--- src/rtl/phys_reg_alloc_ctrl.sv ---
// Rename-stage free-list controller: initial fill of unmapped tags, allocation with
// one-cycle cancel rollback, round-robin release arbitration and a free-register count.
module phys_reg_alloc_ctrl #(
    parameter int NUM_ARCH = 32,
    parameter int NUM_PHYS = 64,
    localparam int DEPTH = NUM_PHYS - NUM_ARCH,
    localparam int TW = $clog2(NUM_PHYS)
) (
    input  logic          clk,
    input  logic          rst,
    input  logic          alloc_req,
    output logic          alloc_ready,
    output logic [TW-1:0] alloc_tag,
    input  logic          alloc_cancel,
    input  logic          rel_ret_valid,
    input  logic [TW-1:0] rel_ret_tag,
    output logic          rel_ret_ready,
    input  logic          rel_sq_valid,
    input  logic [TW-1:0] rel_sq_tag,
    output logic          rel_sq_ready,
    output logic          fl_push,
    output logic          fl_potential_push,
    output logic          fl_pop,
    output logic          fl_rollback,
    output logic [TW-1:0] fl_data_in,
    input  logic          fl_valid,
    input  logic          fl_full,
    input  logic [TW-1:0] fl_data_out,
    output logic [TW:0]   free_count,
    output logic          init_done
);

    typedef enum logic {S_INIT, S_RUN} state_t;

    state_t        state, state_nxt;
    logic [TW-1:0] init_cnt;
    logic          prio_sq;
    logic          last_pop;
    logic          sel_sq;

    // Count update; the clamp only guards against an illegal push/rollback overlap.
    function automatic logic [TW:0] fc_next(input logic [TW:0] fc, input logic push,
                                            input logic pop, input logic rb);
        logic [TW+1:0] sum;
        sum = {1'b0, fc} + {{(TW+1){1'b0}}, push} + {{(TW+1){1'b0}}, rb}
              - {{(TW+1){1'b0}}, pop};
        if (sum > (TW+2)'(DEPTH))
            sum = (TW+2)'(DEPTH);
        return sum[TW:0];
    endfunction

    always_ff @(posedge clk) begin
        if (!rst)
            state <= S_INIT;
        else
            state <= state_nxt;
    end

    always_comb begin
        state_nxt = state;
        if (state == S_INIT && init_cnt == TW'(DEPTH - 1))
            state_nxt = S_RUN;
    end

    always_comb begin
        alloc_ready       = 1'b0;
        alloc_tag         = fl_data_out;
        fl_pop            = 1'b0;
        fl_rollback       = 1'b0;
        fl_push           = 1'b0;
        fl_potential_push = 1'b0;
        fl_data_in        = '0;
        rel_ret_ready     = 1'b0;
        rel_sq_ready      = 1'b0;
        sel_sq            = 1'b0;
        if (state == S_INIT) begin
            fl_push           = 1'b1;
            fl_potential_push = 1'b1;
            fl_data_in        = TW'(NUM_ARCH) + init_cnt;
        end else begin
            // Cancel cycle blocks allocation so pop and rollback never overlap.
            alloc_ready       = fl_valid & (free_count != '0) & ~alloc_cancel;
            fl_pop            = alloc_req & alloc_ready;
            fl_rollback       = alloc_cancel & last_pop;
            sel_sq            = (rel_ret_valid & rel_sq_valid) ? prio_sq : rel_sq_valid;
            fl_potential_push = rel_ret_valid | rel_sq_valid;
            fl_data_in        = sel_sq ? rel_sq_tag : rel_ret_tag;
            fl_push           = fl_potential_push & (~fl_full | fl_pop);
            rel_ret_ready     = fl_push & ~sel_sq;
            rel_sq_ready      = fl_push & sel_sq;
        end
    end

    always_ff @(posedge clk) begin
        if (!rst) begin
            init_cnt   <= '0;
            free_count <= '0;
            init_done  <= 1'b0;
            prio_sq    <= 1'b0;
            last_pop   <= 1'b0;
        end else begin
            if (state == S_INIT)
                init_cnt <= init_cnt + TW'(1);
            init_done  <= (state_nxt == S_RUN);
            free_count <= fc_next(free_count, fl_push, fl_pop, fl_rollback);
            // Pointer only moves on contested grants.
            if (state == S_RUN && rel_ret_valid && rel_sq_valid && fl_push)
                prio_sq <= ~prio_sq;
            last_pop   <= fl_pop;
        end
    end

endmodule

--- config.mk ---
export PLATFORM = sky130hd
export DESIGN_NAME = phys_reg_alloc_ctrl
export DESIGN_NICKNAME = d
export VERILOG_FILES = /design/src/rtl/phys_reg_alloc_ctrl.sv
export SDC_FILE = /design/constraint.sdc
export NUM_CORES = 1
export LEC_CHECK = 0
export BUFFER_PORTS_ARGS = -buffer_cell sky130_fd_sc_hd__buf_4
export CAP_MARGIN = 20
export CORE_MARGIN = 5
export CORE_UTILIZATION = 42
export CTS_CLUSTER_SIZE = 28
export DETAILED_ROUTE_END_ITERATION = 6
export PLACE_DENSITY = 0.86
export SLEW_MARGIN = 0
export SYNTH_ARGS = -nofsm -noshare
export SYNTH_HDL_FRONTEND = slang
export SYNTH_SLANG_ARGS = --single-unit
export TNS_END_PERCENT = 30
--- constraint.sdc ---
create_clock -name clk -period 3.2 [get_ports clk]
set_input_delay 0.64 -clock clk [delete_from_list [all_inputs] [get_ports clk]]
set_output_delay 0.64 -clock clk [all_outputs]
set_load 0.01 [all_outputs]
# Word level (Yosys, flattened, before mapping)
# Index checks and enable logic that the tools add are counted.
[classes] addsub=5 magnitude_cmp=1 eq_ne=1 mux=11 bitwise=16 reduce_logical=6
[op_table] operator="$mux W6" n=3
[op_table] operator="$add A7 B1 Y8" n=1
[op_table] operator="$add A8 B1 Y8" n=1
[op_table] operator="$and A1 B1 Y1" n=8
[op_table] operator="$gt A8 B6 Y1 const B" n=1
[op_table] operator="$mux W1" n=8
[op_table] operator="$sub A8 B1 Y8" n=1
[op_table] operator="$reduce_bool A7 Y1" n=1
[op_table] operator="$add A6 B1 Y6 const B" n=1
[op_table] operator="$add A6 B6 Y6 const A" n=1
[op_table] operator="$eq A6 B5 Y1 const B" n=1
[op_table] operator="$not A1 Y1" n=6
[op_table] operator="$logic_and A1 B1 Y1" n=4
[op_table] operator="$or A1 B1 Y1" n=2
[op_table] operator="$reduce_or A2 Y1" n=1
[totals] register_bits=16 input_bits=26 out_inout_bits=27

# Longest topological paths before layout
[depth] ltp_word=12 ltp_mapped=13 ltp_nobuf=13

# Least setup slack after synthesis
# OpenSTA, ideal clock, no wires.
[synth_timing] path_type="input port to flip-flop" startpoint="input port fl_valid" endpoint="register free_count[5]" arrival_ps=3150 t_required_ps=3142 path_slack_ps=-9 stages=12 path_buffers=0 cell_sequence="inv_1 > a311oi_1 > a21boi_1 > o21ai_0 > inv_1 > fa_1 > fa_1 > nor2b_1 > a21oi_1 > o31a_1 > xnor2_1 > o21a_1"
[synth_between] elab_chain_len=11 word_cells_on_any_way=12
[synth_rtl] element="start, declared" line="26" rtl="input logic fl_valid,"
[synth_rtl] element="$and A1 B1 Y1 (*) (2 in a row)" line="82" rtl="alloc_ready = fl_valid & (free_count != '0) & ~alloc_cancel;"
[synth_rtl] element="$and A1 B1 Y1 (*)" line="83" rtl="fl_pop = alloc_req & alloc_ready;"
[synth_rtl] element="$or A1 B1 Y1 (*)" line="88" rtl="fl_push = fl_potential_push & (~fl_full | fl_pop);"
[synth_rtl] element="$and A1 B1 Y1 (*)" line="88"
[synth_rtl] element="$mux W1 (*)" line="76" rtl="if (state == S_INIT) begin"
[synth_rtl] element="via fl_push" line="21" rtl="output logic fl_push,"
[synth_rtl] element="$add A7 B1 Y8 (*)" line="45" rtl="sum = {1'b0, fc} + {{(TW+1){1'b0}}, push} + {{(TW+1){1'b0}}, rb}"
[synth_rtl] element="$add A8 B1 Y8 (*)" line="45"
[synth_rtl] element="$sub A8 B1 Y8 (*)" line="46" rtl="- {{(TW+1){1'b0}}, pop};"
[synth_rtl] element="$gt A8 B6 Y1" line="47" rtl="if (sum > (TW+2)'(DEPTH))"
[synth_rtl] element="$mux W6 (*)" line="47"
[synth_rtl] element="end signal, assigned" line="105" rtl="free_count <= fc_next(free_count, fl_push, fl_pop, fl_rollback);"
[synth_rtl] element="end, declared" line="29" rtl="output logic [TW:0] free_count,"
# The timed path passes the listed nets; every way through them passes the cells marked *.
# A chain may end at the register's enable or synchronous reset.

# Final worst setup path
[layout_timing] startpoint="register free_count[4]" endpoint="register free_count[5]"
[layout_between] elab_chain_len=12 word_cells_on_any_way=13
[layout_rtl] element="$reduce_bool A7 Y1" line="82"
[layout_rtl] element="$and A1 B1 Y1 (2 in a row)" line="82"
[layout_rtl] element="$and A1 B1 Y1" line="83"
[layout_rtl] element="$or A1 B1 Y1" line="88"
[layout_rtl] element="$and A1 B1 Y1" line="88"
[layout_rtl] element="$mux W1" line="76"
[layout_rtl] element="$add A7 B1 Y8" line="45"
[layout_rtl] element="$add A8 B1 Y8" line="45"
[layout_rtl] element="$sub A8 B1 Y8 (*)" line="46"
[layout_rtl] element="$gt A8 B6 Y1" line="47"
[layout_rtl] element="$mux W6 (*)" line="47"
# Every way passes the cells marked *; elsewhere a longest branch is shown, timed or not.

==> impl_metrics.xml <==
<?xml version="1.0" encoding="UTF-8"?>
<metrics>
  <group name="outcome">
    <metric name="run_status" unit="">completed</metric>
  </group>
  <group name="synth">
    <metric name="commonest_register_cell_after_synthesis" unit="">dfxtp_1</metric>
    <metric name="synth.cell_area" unit="µm²">1271</metric>
    <metric name="synth_async_sr_flop_share" unit="">0</metric>
    <metric name="yosys.area.top_type" unit="">dfxtp_1</metric>
    <metric name="syn-num-nets" unit="">188</metric>
    <metric name="post_synthesis_instance_total" unit="">150</metric>
    <metric name="synth_area_leaders" unit="">dfxtp_1, ha_1, mux2i_1</metric>
    <metric name="portion_of_the_post_synthesis_area_used_by_sequential_elements" unit="">0.2520</metric>
    <metric name="synth_enable_flop_cells" unit="">0</metric>
    <metric name="ys_warn_count" unit="">0</metric>
    <metric name="post-synth-top-area-fraction" unit="">0.2520</metric>
    <metric name="syn-mean-instance-area" unit="µm²">8.475</metric>
    <metric name="synth.ff_latch_count" unit="">16</metric>
    <metric name="count_of_cell_types_in_the_netlist" unit="">43</metric>
  </group>
  <group name="worst_setup_path">
    <metric name="critPathRequiredTime" unit="ns">3.39</metric>
    <metric name="crit_path_end_kind" unit="">register</metric>
    <metric name="worst-path-max-fanout" unit="">6</metric>
    <metric name="critPathLaunchType" unit="">register</metric>
    <metric name="worst-setup-path-type" unit="">register to register</metric>
    <metric name="worstPathArrival" unit="ns">3.23</metric>
  </group>
  <group name="sta">
    <metric name="setup_viol" unit="">0</metric>
    <metric name="fin_tns_setup" unit="ns">0</metric>
    <metric name="final.min_clock_period" unit="ns">3.038</metric>
    <metric name="post_route_clock_skew" unit="ns">0.002771</metric>
    <metric name="report.final.slew_viol_count" unit="">0</metric>
    <metric name="worst-slew-pin-transition" unit="ns">0.5585</metric>
    <metric name="post-route-period-util" unit="">0.9493</metric>
    <metric name="worst_slack" unit="ns">0.1622</metric>
    <metric name="max_clock_freq" unit="MHz">329.2</metric>
    <metric name="maxSlewHeadroom" unit="">0.6271</metric>
    <metric name="hold_viol_final" unit="">0</metric>
  </group>
  <group name="global_route">
    <metric name="number_of_global_route_vias_before_repair" unit="">1089</metric>
    <metric name="grt_use_total" unit="">0.1388</metric>
    <metric name="globalRouteOverflowTotal" unit="">0</metric>
    <metric name="initial_antenna_violation_count" unit="">0</metric>
    <metric name="grt_first_pass_wirelength" unit="mm">4.678</metric>
    <metric name="largest_net_degree_at_the_start_of_global_routing" unit="">23</metric>
  </group>
  <group name="final_layout">
    <metric name="nets" unit="">231</metric>
    <metric name="postLayoutCoreUtil" unit="">0.5651</metric>
    <metric name="antenna-diode-count" unit="">0</metric>
    <metric name="share_of_final_layout_standard_cells_stronger_than_drive_strength_1" unit="">0.3385</metric>
    <metric name="layout_commonest_cell" unit="">buf_4</metric>
    <metric name="final_cell_mix" unit="">buf_4, dfxtp_1, inv_1, ha_1</metric>
    <metric name="syn_to_final_growth" unit="%">32.38</metric>
  </group>
  <group name="clocking">
    <metric name="ctsLongestPathBuffers" unit="">2</metric>
    <metric name="cts_root_cell" unit="">clkbuf_4</metric>
    <metric name="clock_latency" unit="ns">0.29</metric>
    <metric name="cts_buffers" unit="">3</metric>
    <metric name="worst_setup_hold_path_clk_slew" unit="ns">0.09</metric>
    <metric name="ctsHtreeMaxLevel" unit="">1</metric>
    <metric name="clock_tree_from_tritoncts" unit="">yes</metric>
    <metric name="total_number_of_clock_tree_sinks" unit="">16</metric>
  </group>
  <group name="routing">
    <metric name="post_drt_wl_per_cell" unit="µm">12.84</metric>
    <metric name="via_count" unit="">1148</metric>
    <metric name="wirelength" unit="mm">2.890</metric>
    <metric name="viasPerCell" unit="">5.102</metric>
    <metric name="detail_route.iter0.violations" unit="">42</metric>
    <metric name="route.antenna.remaining_nets" unit="">0</metric>
    <metric name="drt-pass1-iter-count" unit="">4</metric>
    <metric name="drc" unit="">0</metric>
  </group>
  <group name="floorplan">
    <metric name="die-height" unit="µm">65.02</metric>
    <metric name="die_area" unit="µm²">4227</metric>
    <metric name="top_level_ports" unit="">53</metric>
    <metric name="fp-row-count" unit="">20</metric>
    <metric name="start_util" unit="">0.4269</metric>
    <metric name="core-area" unit="µm²">2978</metric>
    <metric name="die_width" unit="µm">65.02</metric>
  </group>
  <group name="power">
    <metric name="vdd.ir_drop.worst" unit="µV">214.3</metric>
    <metric name="power.static_leakage" unit="nW">0.7772</metric>
    <metric name="power.density_cell_area" unit="nW/µm²">323.5</metric>
  </group>
  <group name="job">
    <metric name="max-cap-violations" unit="">0</metric>
  </group>
  <group name="placed_design">
    <metric name="dp.final_hpwl" unit="mm">2.313</metric>
    <metric name="dpl_worst_slack" unit="ns">-0.1981</metric>
    <metric name="routabilityCongestion" unit="">0.9232</metric>
    <metric name="buffer_ports.inserted" unit="">40</metric>
  </group>
  <group name="hold_path">
    <metric name="hold_class" unit="">register to register</metric>
  </group>
</metrics>
[final timing paths]
check | from | end | slack (ns) | cells after the start
worst max register to register | free_count[4]$_SDFF_PP0_ | free_count[5]$_SDFF_PN0_ | 0.16 | 12
worst min register to register | prio_sq$_SDFFE_PN0P_ | prio_sq$_SDFFE_PN0P_ | 0.51 | 2
worst min-delay path | prio_sq$_SDFFE_PN0P_ | prio_sq$_SDFFE_PN0P_ | 0.51 | 2
worst max-delay path | free_count[4]$_SDFF_PP0_ | free_count[5]$_SDFF_PN0_ | 0.16 | 12
[cell type report]
| type | count | area (µm²) |
|---|---|---|
| tap | 33 | 41.29 |
| inverter | 12 | 45.04 |
| timing repair buffer | 47 | 352.8 |
| multi-input combinational | 113 | 884.6 |
| sequential | 16 | 322.8 |
| fill | 281 | 1295 |
| clock buffer | 4 | 36.28 |
[Yosys cell counts, types with 3 or more instances]
library cell,count
a21oi_1,7
and2_1,6
buf_4,6
dfxtp_1,16
ha_1,10
inv_1,12
mux2i_1,9
nand2_1,6
nand2b_1,5
nand3_1,6
nand3b_1,3
nor2_1,9
nor2b_1,5
nor3_1,8
o21a_1,3
xnor2_1,6
[where the power goes]
group | internal, mW | switching [mW]
Combinational | 0.100 | 0.0942
Clock | 0.0693 | 0.0649
Sequential | 0.208 | 0.00804
[flip-flops by register name (all words and copies together) (netlist names)]
register and cells:
free_count 7, init_cnt 6, init_done 1, last_pop 1
prio_sq 1
[metal layers]
metal  routed length [µm]  GRT usage
met5                    0          0
met4                   13    0.02332
met2                 1470     0.2478
met3                  101    0.03813
met1                 1304     0.1677
[per-stage QoR]
step / hold WS (ns) / cell area [µm²] / instances / power, mW
global route: 0.5665 / 1683 / 225 / 0.5763
finish: 0.5103 / 1683 / 225 / 0.5444
floorplan: 0.4698 / 1271 / 150 / 0.3388
CTS: 0.5090 / 1659 / 225 / 0.5326
detailed placement: 0.4982 / 1609 / 221 / 0.3938
global placement: 0.4839 / 1609 / 221 / 0.3883
[critical path, cell delays in order, from the launching register on]
cell and delay (ns):
dfxtp_2 0.36, inv_1 0.06, ha_1 0.23, a311oi_2 0.26, and3_1 0.22, ha_1 0.25, fa_1 0.44, fa_2 0.38
nor2b_2 0.15, a21oi_1 0.07, o31a_1 0.16, xnor2_4 0.18, o21a_1 0.19
[cell families (layout without fill, tap and decap cells)]
logic type                 after synthesis  after routing  synth area share
other                                    1              1          0.002950
AOI/OAI and AO/OA                       24             24            0.1368
muxes                                   10             10           0.08268
buffers and inverters                   21             63           0.07972
DFF                                     16             16            0.2520
xor gates and xnor gates                 7              7           0.04823
and+or+nand+nor                         59             59            0.2677
adders and majority gates               12             12            0.1299
[repair_timing]
item / 4_1_cts / 5_1_grt
endpoints found under the setup margin: 6 / 6
hold buffers: 0 / 0
gates resized for setup: 2 / 6
setup buffers: 0 / 0
pin swaps: 0 / 0
(Power assumes the default switching activity.)
